## config.mk

```make
export PLATFORM = sky130hd
export DESIGN_NAME = tx_ser_ctrl_flat
export DESIGN_NICKNAME = d
export VERILOG_FILES = /design/src/rtl/tx_ser_ctrl_pkg.sv /design/src/rtl/tx_ser_ctrl_if.sv /design/src/rtl/tx_ser_ctrl_skid.sv /design/src/rtl/tx_ser_ctrl.sv /design/src/flat_wrapper.sv
export SDC_FILE = /design/constraint.sdc
export NUM_CORES = 1
export LEC_CHECK = 0
export BUFFER_PORTS_ARGS = -buffer_cell sky130_fd_sc_hd__buf_2
export CORE_ASPECT_RATIO = 0.8
export CORE_MARGIN = 2
export CORE_UTILIZATION = 50
export CTS_CLUSTER_SIZE = 28
export DETAILED_ROUTE_END_ITERATION = 10
export PLACE_DENSITY = 0.81
export SLEW_MARGIN = 30
export SYNTH_ARGS = -nofsm -noshare
export SYNTH_HDL_FRONTEND = slang
export SYNTH_HIERARCHICAL = 1
export SYNTH_SLANG_ARGS = --single-unit
```

## constraint.sdc

```tcl
create_clock -name clk -period 5.3 [get_ports clk]
set_clock_uncertainty 0.1 [all_clocks]
set_input_delay 0.53 -clock clk [delete_from_list [all_inputs] [get_ports clk]]
set_output_delay 0.53 -clock clk [all_outputs]
set_load 0.005 [all_outputs]
```

## src/rtl/tx_ser_ctrl_pkg.sv

```systemverilog
// Shared types and helpers for the TX serializer controller.
package tx_ser_pkg;

  typedef enum logic [0:0] {
    IDLE = 1'b0,
    RUN  = 1'b1
  } tx_ser_state_t;

  // Width of the mux-tree select for a given word width.
  function automatic int sel_w(input int width);
    return $clog2(width);
  endfunction

endpackage

```

## src/rtl/tx_ser_ctrl_if.sv

```systemverilog
// Parallel-word valid/ready handshake from the link-layer TX FIFO.
interface tx_ser_ctrl_if #(
  parameter int WIDTH = 16
);
  logic [WIDTH-1:0] in_data;
  logic             in_valid;
  logic             in_ready;

  modport master (output in_data, output in_valid, input  in_ready);
  modport slave  (input  in_data, input  in_valid, output in_ready);
endinterface

```

## src/rtl/tx_ser_ctrl_skid.sv

```systemverilog
// One-entry shadow register: holds the next word while the current one shifts out.
module tx_ser_skid #(
  parameter int WIDTH = 16
) (
  input  logic             clk,
  input  logic             rstb,
  input  logic             push,
  input  logic             pop,
  input  logic [WIDTH-1:0] din,
  output logic [WIDTH-1:0] dout,
  output logic             full
);

  // Push wins over pop so a same-edge refill and reload leaves the entry full.
  always_ff @(posedge clk or negedge rstb) begin
    if (!rstb) begin
      dout <= '0;
      full <= 1'b0;
    end else begin
      if (push) dout <= din;
      if (push)     full <= 1'b1;
      else if (pop) full <= 1'b0;
    end
  end

endmodule

```

## src/rtl/tx_ser_ctrl.sv

```systemverilog
// TX mux-tree serializer controller: buffers one word ahead and streams
// words LSB-first with no bubble between consecutive words.
module tx_ser_ctrl
  import tx_ser_pkg::*;
#(
  parameter int   WIDTH    = 16,
  parameter logic IDLE_BIT = 1'b0
) (
  input  logic                     clk,
  input  logic                     rstb,
  input  logic                     en,
  tx_ser_ctrl_if.slave             feed,
  output logic [sel_w(WIDTH)-1:0]  sel,
  output logic                     out_bit,
  output logic                     out_valid,
  output logic                     word_done,
  output logic                     underflow,
  input  logic                     clr_err
);

  tx_ser_state_t    state, state_nxt;
  logic [WIDTH-1:0] active;
  logic [WIDTH-1:0] shadow;
  logic             shadow_full;
  logic             push, load, set_uf, last;

  // Ready is held low during reset so nothing is accepted while the block is cleared.
  assign feed.in_ready = rstb && !shadow_full;
  assign push          = feed.in_valid && feed.in_ready;
  // WIDTH is a power of 2, so the last bit index is all ones.
  assign last          = &sel;

  tx_ser_skid #(.WIDTH(WIDTH)) u_skid (
    .clk  (clk),
    .rstb (rstb),
    .push (push),
    .pop  (load),
    .din  (feed.in_data),
    .dout (shadow),
    .full (shadow_full)
  );

  // State register.
  always_ff @(posedge clk or negedge rstb) begin
    if (!rstb) state <= IDLE;
    else       state <= state_nxt;
  end

  // Next state: leave RUN only at a word boundary, so words are never truncated.
  always_comb begin
    state_nxt = state;
    case (state)
      IDLE:    if (en && shadow_full) state_nxt = RUN;
      RUN:     if (last && !(en && shadow_full)) state_nxt = IDLE;
      default: state_nxt = IDLE;
    endcase
  end

  // FSM outputs: load strobe, stream flags and underflow detection.
  always_comb begin
    load      = 1'b0;
    out_valid = 1'b0;
    word_done = 1'b0;
    set_uf    = 1'b0;
    case (state)
      IDLE: load = en && shadow_full;
      RUN: begin
        out_valid = 1'b1;
        word_done = last;
        load      = last && en && shadow_full;
        set_uf    = last && en && !shadow_full;
      end
      default: ;
    endcase
  end

  // Active word and bit select; the select wraps from last to 0 by overflow.
  always_ff @(posedge clk or negedge rstb) begin
    if (!rstb) begin
      active <= '0;
      sel    <= '0;
    end else if (load) begin
      active <= shadow;
      sel    <= '0;
    end else if (state == RUN) begin
      sel    <= sel + 1'b1;
    end
  end

  // Sticky underflow; a fresh underflow beats a simultaneous clear.
  always_ff @(posedge clk or negedge rstb) begin
    if (!rstb)        underflow <= 1'b0;
    else if (set_uf)  underflow <= 1'b1;
    else if (clr_err) underflow <= 1'b0;
  end

  assign out_bit = out_valid ? active[sel] : IDLE_BIT;

endmodule

```

## src/flat_wrapper.sv

```systemverilog
// flat-port wrapper written by rule: the top's interface ports become plain ports
module tx_ser_ctrl_flat import tx_ser_pkg::*;
#(
  parameter int   WIDTH    = 16,
  parameter logic IDLE_BIT = 1'b0
)
  (clk, rstb, en, sel, out_bit, out_valid, word_done, underflow, clr_err, feed_in_data, feed_in_valid, feed_in_ready);
  tx_ser_ctrl_if #(.WIDTH(WIDTH)) feed_i ();
  input  logic clk;
  input  logic rstb;
  input  logic en;
  output logic [sel_w(WIDTH)-1:0] sel;
  output logic out_bit;
  output logic out_valid;
  output logic word_done;
  output logic underflow;
  input  logic clr_err;
  input wire logic [$bits(feed_i.in_data)-1:0] feed_in_data;
  input wire logic [$bits(feed_i.in_valid)-1:0] feed_in_valid;
  output wire logic [$bits(feed_i.in_ready)-1:0] feed_in_ready;
  assign feed_i.in_data = feed_in_data;
  assign feed_i.in_valid = feed_in_valid;
  assign feed_in_ready = feed_i.in_ready;
  tx_ser_ctrl #(.WIDTH(WIDTH), .IDLE_BIT(IDLE_BIT)) u_core (.clk(clk), .rstb(rstb), .en(en), .feed(feed_i), .sel(sel), .out_bit(out_bit), .out_valid(out_valid), .word_done(word_done), .underflow(underflow), .clr_err(clr_err));
endmodule
```

# Word-level counts from Yosys, hierarchy flattened
# Index checks and enable logic that the tools add are counted.
# word_totals
regBits	39
wordCells	38
out_inout_bits	9
# classes
reduce_logical	13
n_addsub	1
order_cmp	1
n_mux	16
bitwise	1
# op_table
operator	count
$mux 1	11
$mux 4	2
$logic_and 1x1->1	7
$reduce_bool 2->1	3
$lt 4x5->1 const B	1
$add 4x1->4 const B	1
$bmux 1 s4	1
$pmux 1 s2	2
$reduce_and 4->1	1
$logic_not 1->1	2
$not 1->1	1

# Longest topological paths before layout
# Gate-level depths: netlist of run 1.
# depth
ltp_word	6
depth_mapped	6

# Hierarchy
# Netlist of run 1, hierarchy kept.
# modules_own_cells
mod	n_inst	cells_per_inst	seq_area_each_um2	area_per_inst_um2
tx_ser_ctrl	1	81	550.5	1048.5
tx_ser_skid	1	37	425.4	683.2

# Worst setup path before layout of run 1
# OpenSTA, ideal clock, no wires.
# synth_path
path_type	register to output
startpoint	register u_core.sel[0]
endpoint	output out_bit
stages_incl_launch_ff	6
slack_ps	3239
required_ps	4670
t_arrival_ps	1431
path_cell_list	dfrtp_1 > buf_6 > mux4_1 > o22ai_1 > o32ai_1 > and2_1
# synth_via
elab_chain_len	3
# synth_lines
element	line	source
start, declared	tx_ser_ctrl.sv:13	output logic [sel_w(WIDTH)-1:0] sel,
start signal, assigned	tx_ser_ctrl.sv:86	sel <= sel + 1'b1;
$bmux 1 s4	tx_ser_ctrl.sv:97	assign out_bit = out_valid ? active[sel] : IDLE_BIT;
$mux 1 (not written as such)	tx_ser_ctrl.sv:97	
$mux 1	tx_ser_ctrl.sv:97	
end, declared	flat_wrapper.sv:13	output logic out_bit;
# No other way between the ends. The select of a mux whose other input is x is not followed.

# Worst setup path after layout of run 1
# Same ends and word-level chain as after synthesis.

==> out/metrics.cfg, run 1 <==
[final_layout]
multi_input_area_um2 = 681
seqCellArea_um2 = 976
fin_nets = 171
num-fill-cells = 281
utilization = 0.582
area_growth_pct = 13.4
drive_gt1_frac = 0.490
diodes = 0

[cts]
clk_latency_ps = 290
tritoncts = built
cts_buffers = 5
clockBufferDepth = 2
postCtsResizedCells = 0
cts_hold_buf = 0
path_clk_slew_ps = 70
cts_root_buf = clkbuf_8
clock-sinks = 39
cts_setup_buffers = 0
h-tree-depth = 2

[grt]
grt_overflow = 0
grt_pass1_wl_um = 5160
antenna_found_initial = 0
grt_pass1_vias = 1058
grt_max_degree = 41
grt_usage = 0.173

[critical_path]
crit_type = reg -> out
endpoint_kind = output pin
start_kind = register
path_max_fanout = 11
required_ps = 4670
arrival_ps = 2120

[logic_synthesis]
ys_ff_latch = 39
synth_fp_nets = 140
synthCells = 118
synth_area_um2 = 1730
ys_types = 28
avgSynthCellArea_um2 = 14.7
ys_seq_area_frac = 0.564
ys_warn_count = 6

[drt]
ant_nets = 0
viasPerCell = 5.23
drc = 0
detail_route.first_pass.iterations = 4
vias = 998
drt-total-wl_um = 2890
dr.first_iter.drc_count = 47
wl_per_cell_um = 15.1

[sta]
finalSetupViolCount = 0
tightest_slew_ps = 869
rsz0062_at_grt = no
slew_viol_final = 0
fin_crit_sh = 0.519
holdWs_ps = 242
slew_headroom = 0.421
min_period_ps = 2750
timing.fmax_mhz = 363
finalWorstSetupSlack_ps = 2550
finalHoldViolations = 0
fin_tns_setup_ps = 0

[die]
dieArea_um2 = 3950
die_w_um = 69.8
initial_core_util = 0.513
core-area_um2 = 3380
num_io_pins = 30
rows = 19
die_h_um = 56.6

[place]
place.gp.congestion = 0.780
io_buffers = 29
pre_cts_ws_ps = 2340
dp_hpwl_um = 2040

[run]
drv_cap = 0

[pwr]
irDropWorstVdd_mv = 0.345
p_per_area_nw_per_um2 = 571
p_leak_uw = 0.000927

[status]
status = finished, final reports clean

[hold_path]
hold_path.class = in -> async

[final timing paths]
kind,startpoint,end,slack [ps],depth (start not counted)
min in group clk,feed_in_data[11],u_core/u_skid/dout[11]$_DFFE_PN0P_,360,2
min reg2reg,u_core/active[10]$_DFFE_PN0P_,u_core/active[10]$_DFFE_PN0P_,380,1
min,rstb,u_core/u_skid/dout[2]$_DFFE_PN0P_,240,1
max in group asynchronous,rstb,u_core/sel[1]$_DFFE_PN0P_,4340,1
max reg2reg,u_core/sel[0]$_DFFE_PN0P_,u_core/active[3]$_DFFE_PN0P_,2650,5
max,u_core/sel[0]$_DFFE_PN0P_,out_bit,2550,5
[stage by stage]
step | total power, uW | instance area (um2) | instances
detailed placement | 940 | 1880 | 184
finish | 1120 | 1960 | 191
floorplan | 836 | 1730 | 118
global placement | 907 | 1880 | 184
CTS | 1130 | 1960 | 191
global route | 1210 | 1960 | 191
[layout by cell type, fill, tap and decap left out, types with 2 or more instances in the layout]
master / count
dfrtp_1: 39
a21oi_1: 3
buf_2: 29
nand2_1: 4
mux4_1: 2
nand3_1: 2
clkbuf_8: 5
mux2_4: 9
inv_1: 5
nor2_1: 3
mux2_2: 24
xnor2_1: 2
o22ai_1: 2
mux2_1: 2
o21ai_0: 2
[cell type report]
class,instances,share of cell area
clock buffers,5,0.0351
inverters,5,0.00956
multi-input cells,68,0.347
well taps,42,0.0268
flip-flops and latches,39,0.497
clock inverters,2,0.00701
repair buffers,30,0.0778
[layer usage]
layer	share of wire	routed length [um]	up-vias	track usage
met1	0.48	1380	483	0.240
met3	0.054	157	6	0.0449
met4	0.018	51	0	0.0742
met5	0	0	-	0
met2	0.45	1300	30	0.261
li1	-	-	479	-
[where the power goes]
group	internal, uW	leakage [uW]	switching, uW
clock	89.8	0.0000440	99.4
sequential	441	0.000469	111
combinational	246	0.000415	132
total	777	0.000927	343
[logic make-up (layout without fill, tap and decap cells)]
family | after synthesis | after routing | synth area share
AO/OA/AOI/OAI | 12 | 12 | 0.0470
buffers and inverters | 11 | 42 | 0.0441
flip-flops | 39 | 39 | 0.564
XOR/XNOR | 2 | 2 | 0.0101
multiplexers | 38 | 38 | 0.283
AND/OR/NAND/NOR | 15 | 15 | 0.0448
adder cells (fa/ha/maj) | 1 | 1 | 0.00722
[Yosys cell counts, drive strengths merged]
library cell	n	area (um2)
mux2	35	428
a32o	1	10.0
nor2b	1	6.26
mux2i	1	10.0
nand2	4	15.0
dfrtp	39	976
a21o	1	8.76
nand2b	1	6.26
buf	6	57.6
and2	2	12.5
o22ai	2	12.5
o31ai	1	7.51
nand3	2	10.0
or3	1	6.26
mux4	2	52.6
inv	5	18.8
and2b	1	10.0
nor2	3	11.3
ha	1	12.5
o32ai	1	8.76
a2111oi	1	8.76
a21oi	3	15.0
o21ai	2	10.0
xnor2	2	17.5
[critical path, cell delays in order, from the launching register on]
cell,delay [ps]
dfrtp_1,620
and2b_4,250
a2111oi_0,490
o32ai_1,180
and2_1,180
buf_2,120
[registers in the layout, indices dropped and copies added (netlist names)]
register and count:
u_core/underflow 1, u_core/active 16, u_core/state 1, u_core/sel 4, u_core/u_skid/full 1, u_core/u_skid/dout 16
No activity file was read; power rests on OpenSTA's default activity.
==> inputs of run 2 (changes only) <==
- ABC_AREA: not set -> 1
- clock period: 5.3 -> 2.9 ns (I/O delays scaled with it)
==> run 2 against run 1 <==
Effect of this change:
- final area increased by 4.3%
- global-route usage increased by 1.4 points
- core utilization increased by 1.7 points
- worst setup slack got worse by 1900 ps
- total power increased by 100%
- worst hold slack got worse by 150 ps
- count of clock-buffer cells in the layout increased by 1
- via count increased by 40%
- critical path type unchanged
- largest cell class unchanged
==> out/metrics.cfg, run 2 <==
[logic_synthesis]
ys_ff_latch = 39
ys_types = 20
synth-edff-count = 0
synth_top_area_cell = dfrtp_1
synth_area_leaders = dfrtp_1 (55%), nand2_1 (20%), inv_1 (4.7%)
yosys.area.top_type_share = 0.550
synth_area_um2 = 1770
synthArstFlopShare = 1.00
synth_top_cells_by_count = nand2_1 (95), dfrtp_1 (39), inv_1 (22)
synth_fp_nets = 238
avgSynthCellArea_um2 = 8.21
synth_most_common_cell = nand2_1
ys_warn_count = 6
synth_flop_cell = dfrtp_1
ys_seq_area_frac = 0.550
synthCells = 216

[place]
dp_hpwl_um = 2280
io_buffers = 29
pre_cts_ws_ps = 776
dpl-instance-area_um2 = 1910
place.gp.congestion = 0.928

[critical_path]
endpoint_kind = output pin
crit_top_cell = nand3_1
path_cells = inv_1 -> nand2_1 -> nand3_1 -> nand3_1 -> nand3_1 -> a21oi_1 -> buf_2
start_kind = register
required_ps = 2510
slowest_delay_ps = 640
critPathSlowestCell = dfrtp_1
critical-path-top-delay-family = flip-flops
arrival_ps = 1840
crit_type = reg -> out
critPathBufInv = 2
path_max_fanout = 16

[grt]
antenna_found_initial = 0
grt_pass1_vias = 1315
grt_max_degree = 41
grt_usage = 0.188
grt_pass1_wl_um = 5760
grt_overflow = 0

[cts]
cts_root_buf = clkbuf_8
clk_latency_ps = 300
tritoncts = built
cts_setup_buffers = 0
clock-sinks = 39
cts_buffers = 5
path_clk_slew_ps = 70
h-tree-depth = 2
clockBufferDepth = 2

[final_layout]
drive_gt1_frac = 0.181
num-fill-cells = 344
fin_nets = 269
diodes = 0
reg.largest.list = u_core/active (16), u_core/u_skid/dout (16), u_core/sel (4)
layout_common_cells = nand2_1 (95), dfrtp_1 (39), buf_2 (29)
area_growth_pct = 15.4
layout_commonest_cell = nand2_1
final_area_um2 = 2050

[drt]
wl_per_cell_um = 11.6
detail_route.first_pass.iterations = 4
viasPerCell = 4.81
drc = 0
vias = 1394
dr.first_iter.drc_count = 59
ant_nets = 0
drt-total-wl_um = 3350

[die]
initial_core_util = 0.518
dieArea_um2 = 4040
die_h_um = 57.3
core-area_um2 = 3420
rows = 19
num_io_pins = 30
die_w_um = 70.6

[status]
status = finished, final reports clean

[pwr]
swShare = 0.363
p_leak_uw = 0.00112
power.share.clock = 0.238
p_int_uw = 1440
irDropWorstVdd_mv = 0.562
p_comb_frac = 0.328
p_per_area_nw_per_um2 = 1100
power_switching_uw = 818
power.total_uw = 2250
seqPwrFrac = 0.435

[sta]
fin_tns_setup_ps = 0
slew_headroom = 0.469
rsz0062_at_grt = no
finalHoldViolations = 0
holdWs_ps = 88.6
tightest_slew_ps = 797
finalSetupViolCount = 0
min_period_ps = 2230
fin_crit_sh = 0.768
timing.fmax_mhz = 449
finalWorstSetupSlack_ps = 672
slew_viol_final = 0

[hold_path]
hold_path.class = in -> reg

[run]
drv_cap = 0

## run 2: power by group through the flow
| stage | Combinational [uW] | Sequential [uW] | Clock, uW |
|---|---|---|---|
| 2_1_floorplan | 580 | 936 | 0 |
| 3_3_place_gp | 706 | 982 | 0 |
| 3_5_place_dp | 735 | 989 | 0 |
| 4_1_cts | 742 | 981 | 543 |
| 5_1_grt | 867 | 1020 | 567 |
| 6_report | 738 | 980 | 535 |
## run 2: kinds of logic after synthesis
logic type / after synthesis / share of synthesized area
AND/OR/NAND/NOR: 124 / 0.280
buffers and inverters: 32 / 0.100
flip-flops: 39 / 0.550
adder cells (fa/ha/maj): 1 / 0.00705
AO/OA/AOI/OAI: 20 / 0.0628
## run 2: area by class of cell
type / instances / area, um2 / area share
Clock buffer: 6 / 72.6 / 0.0354
Sequential cell: 39 / 976 / 0.476
Inverter: 25 / 104 / 0.0507
Multi-Input combinational cell: 145 / 621 / 0.303
Clock inverter: 2 / 60.1 / 0.0293
Tap cell: 42 / 52.6 / 0.0257
Timing Repair Buffer: 31 / 163 / 0.0794
## run 2: worst min-delay path, delay by kind of cell
| kind | cells | cell delay, ps |
|---|---|---|
| buffers and inverters | 1 | 70 |
| and+or+nand+nor | 2 | 90 |
## run 2: worst paths after layout
kind | start | end | slack (ps) | cells past startpoint
worst min register to register | u_core/u_skid/dout[0]$_DFFE_PN0P_ | u_core/u_skid/dout[0]$_DFFE_PN0P_ | 380 | 2
min in group asynchronous | rstb | u_core/u_skid/dout[9]$_DFFE_PN0P_ | 480 | 3
worst max-delay path | u_core/sel[0]$_DFFE_PN0P_ | out_bit | 670 | 7
worst max register to register | u_core/sel[0]$_DFFE_PN0P_ | u_core/sel[3]$_DFFE_PN0P_ | 740 | 8
worst min-delay path | feed_in_data[9] | u_core/u_skid/dout[9]$_DFFE_PN0P_ | 90 | 3
max in group asynchronous | rstb | u_core/u_skid/dout[4]$_DFFE_PN0P_ | 1870 | 3
## run 2: metal layers
| layer | share of wire | wire length (um) | track usage | vias up |
|---|---|---|---|---|
| li1 | - | - | - | 722 |
| met1 | 0.49 | 1630 | 0.244 | 627 |
| met2 | 0.44 | 1470 | 0.299 | 41 |
| met3 | 0.064 | 215 | 0.0689 | 4 |
| met4 | 0.0092 | 31 | 0.0566 | 0 |
| met5 | 0 | 0 | 0 | - |
## run 2: through the flow
stage / instances / util
final: 290 / 0.598
after global routing: 290 / 0.598
after CTS: 290 / 0.598
after detailed placement: 281 / 0.557
after global placement: 281 / 0.557
after floorplan: 216 / -
## run 2: timing repair
item / 4_1_cts / 5_1_grt
hold endpoints to repair: 39 / 0
gates resized for setup: 0 / 0
hold buffers: 1 / 0
==> inputs of run 3 (changes only) <==
- clock period: 2.9 -> 2.2 ns (I/O delays scaled with it)
==> run 3 against run 2 <==
Effect of this change:
- register-to-register slack got worse by 280 ps
- non-clock buffer count up 3
- critical endpoint unchanged
- sequential cell count unchanged
- combinational power grew 42%
- core utilization shrank 0.37 points
==> out/metrics.cfg, run 3 (synthesis results as in run 2) <==
[grt]
grt_max_degree = 41
grt_overflow = 0
grt_usage = 0.190
grt_pass1_vias = 1361
antenna_found_initial = 0
grt_pass1_wl_um = 5850

[critical_path]
endpoint_kind = output pin
reg2regPathDepth = 9
r2r_start = u_core/sel[1]$_DFFE_PN0P_
crit_start = u_core/sel[0]$_DFFE_PN0P_
r2r_slack_ps = 460
r2r-end = u_core/u_skid/full$_DFFE_PN0P_
crit_end = out_bit
required_ps = 1880
start_kind = register
crit_type = reg -> out
arrival_ps = 1680
path_max_fanout = 15

[die]
dieArea_um2 = 4040
initial_core_util = 0.518
core-area_um2 = 3420
rows = 19
die_h_um = 57.3
num_io_pins = 30
die_w_um = 70.6

[drt]
drt-total-wl_um = 3400
drc = 0
vias = 1430
viasPerCell = 4.88
detail_route.first_pass.iterations = 4
dr.first_iter.drc_count = 79
wl_per_cell_um = 11.6
ant_nets = 0

[final_layout]
multi_input_area_um2 = 621
layout_commonest_cell = nand2_1
fin_nets = 272
reg.largest.list = u_core/active (16), u_core/u_skid/dout (16), u_core/sel (4)
diodes = 0
stdcell_count = 293
num-fill-cells = 331
utilization = 0.595
seqCellArea_um2 = 976
drive_gt1_frac = 0.191
layout_common_cells = nand2_1 (95), dfrtp_1 (39), buf_2 (29)
final_area_um2 = 2040
area_growth_pct = 14.7

[sta]
fin_crit_sh = 0.911
slew_viol_final = 0
slew_headroom = 0.528
finalSetupViolCount = 0
min_period_ps = 2000
fin_tns_setup_ps = 0
tightest_slew_ps = 708
rsz0062_at_grt = no
holdWs_ps = 16.9
finalHoldViolations = 0
timing.fmax_mhz = 499

[cts]
clockBufferDepth = 2
tritoncts = built
clock-sinks = 39
path_clk_slew_ps = 70
cts_buffers = 5
postCtsResizedCells = 0
h-tree-depth = 2
cts_root_buf = clkbuf_8
clk_latency_ps = 290

[run]
drv_cap = 0

[place]
dp_cells = 284
place.gp.congestion = 0.956
dpl-instance-area_um2 = 1940
dp_hpwl_um = 2410
io_buffers = 29

[pwr]
p_leak_uw = 0.00111
p_per_area_nw_per_um2 = 1360
irDropWorstVdd_mv = 0.691

[status]
status = finished, final reports clean

[hold_path]
hold_path.class = in -> reg

==> run 3: cell types whose count changed in the layout (fill, tap and decap cells not counted) <==
cell,delta
buf_12,+1
buf_4,+2
bufinv_16,-2
clkinv_2,+1
clkinvlp_4,+1
==> run 3: worst min path at each step <==
| stage | startpoint | endpoint | slack [ps] | cells past startpoint |
|---|---|---|---|---|
| after floorplan | rstb | u_core/active[0]$_DFFE_PN0P_ | -180 | 0 |
| after global placement | rstb | u_core/active[8]$_DFFE_PN0P_ | 230 | 2 |
| after detailed placement | rstb | u_core/active[9]$_DFFE_PN0P_ | 230 | 2 |
| after CTS | feed_in_data[12] | u_core/u_skid/dout[12]$_DFFE_PN0P_ | 8 | 3 |
| after global routing | feed_in_data[6] | u_core/u_skid/dout[6]$_DFFE_PN0P_ | 30 | 3 |
| final | clr_err | u_core/underflow$_DFFE_PN0P_ | 20 | 2 |
==> run 3: final cells by class <==
class	instances	area share
Timing Repair Buffer	34	0.0971
Clock buffer	6	0.0356
Tap cell	42	0.0258
Inverter	25	0.0510
Clock inverter	2	0.00615
Multi-Input combinational cell	145	0.305
Sequential cell	39	0.479
==> run 3: stage by stage <==
stage | worst slack, ps | power, uW
2_1_floorplan | 736 | 2000
3_3_place_gp | 530 | 2260
3_5_place_dp | 463 | 2320
4_1_cts | 189 | 2800
5_1_grt | 79.1 | 3040
6_report | 197 | 2770
==> run 3: per-layer routing <==
layer / track usage / up-vias / routed length [um]
li1: - / 726 / -
met5: 0 / - / 0
met2: 0.309 / 42 / 1510
met3: 0.0477 / 8 / 200
met1: 0.242 / 654 / 1620
met4: 0.0916 / 0 / 68
==> run 3: critical path, cell delays in order, from the launching register on <==
cell,delay (ps)
dfrtp_1,370
buf_4,210
inv_1,140
nand2_1,100
nand3_1,80
nand3_1,110
nand3_1,70
a21oi_1,170
buf_2,130
==> run 3: repair_timing <==
action	CTS	global route
hold buffers	1	0
endpoints found under the hold margin	39	0
buffers inserted	0	0
==> run 3: report_power, final <==
| group | switching, uW | total (uW) | internal, uW |
|---|---|---|---|
| logic | 639 | 1050 | 416 |
| registers | 198 | 1250 | 1060 |
| clock network | 243 | 464 | 221 |
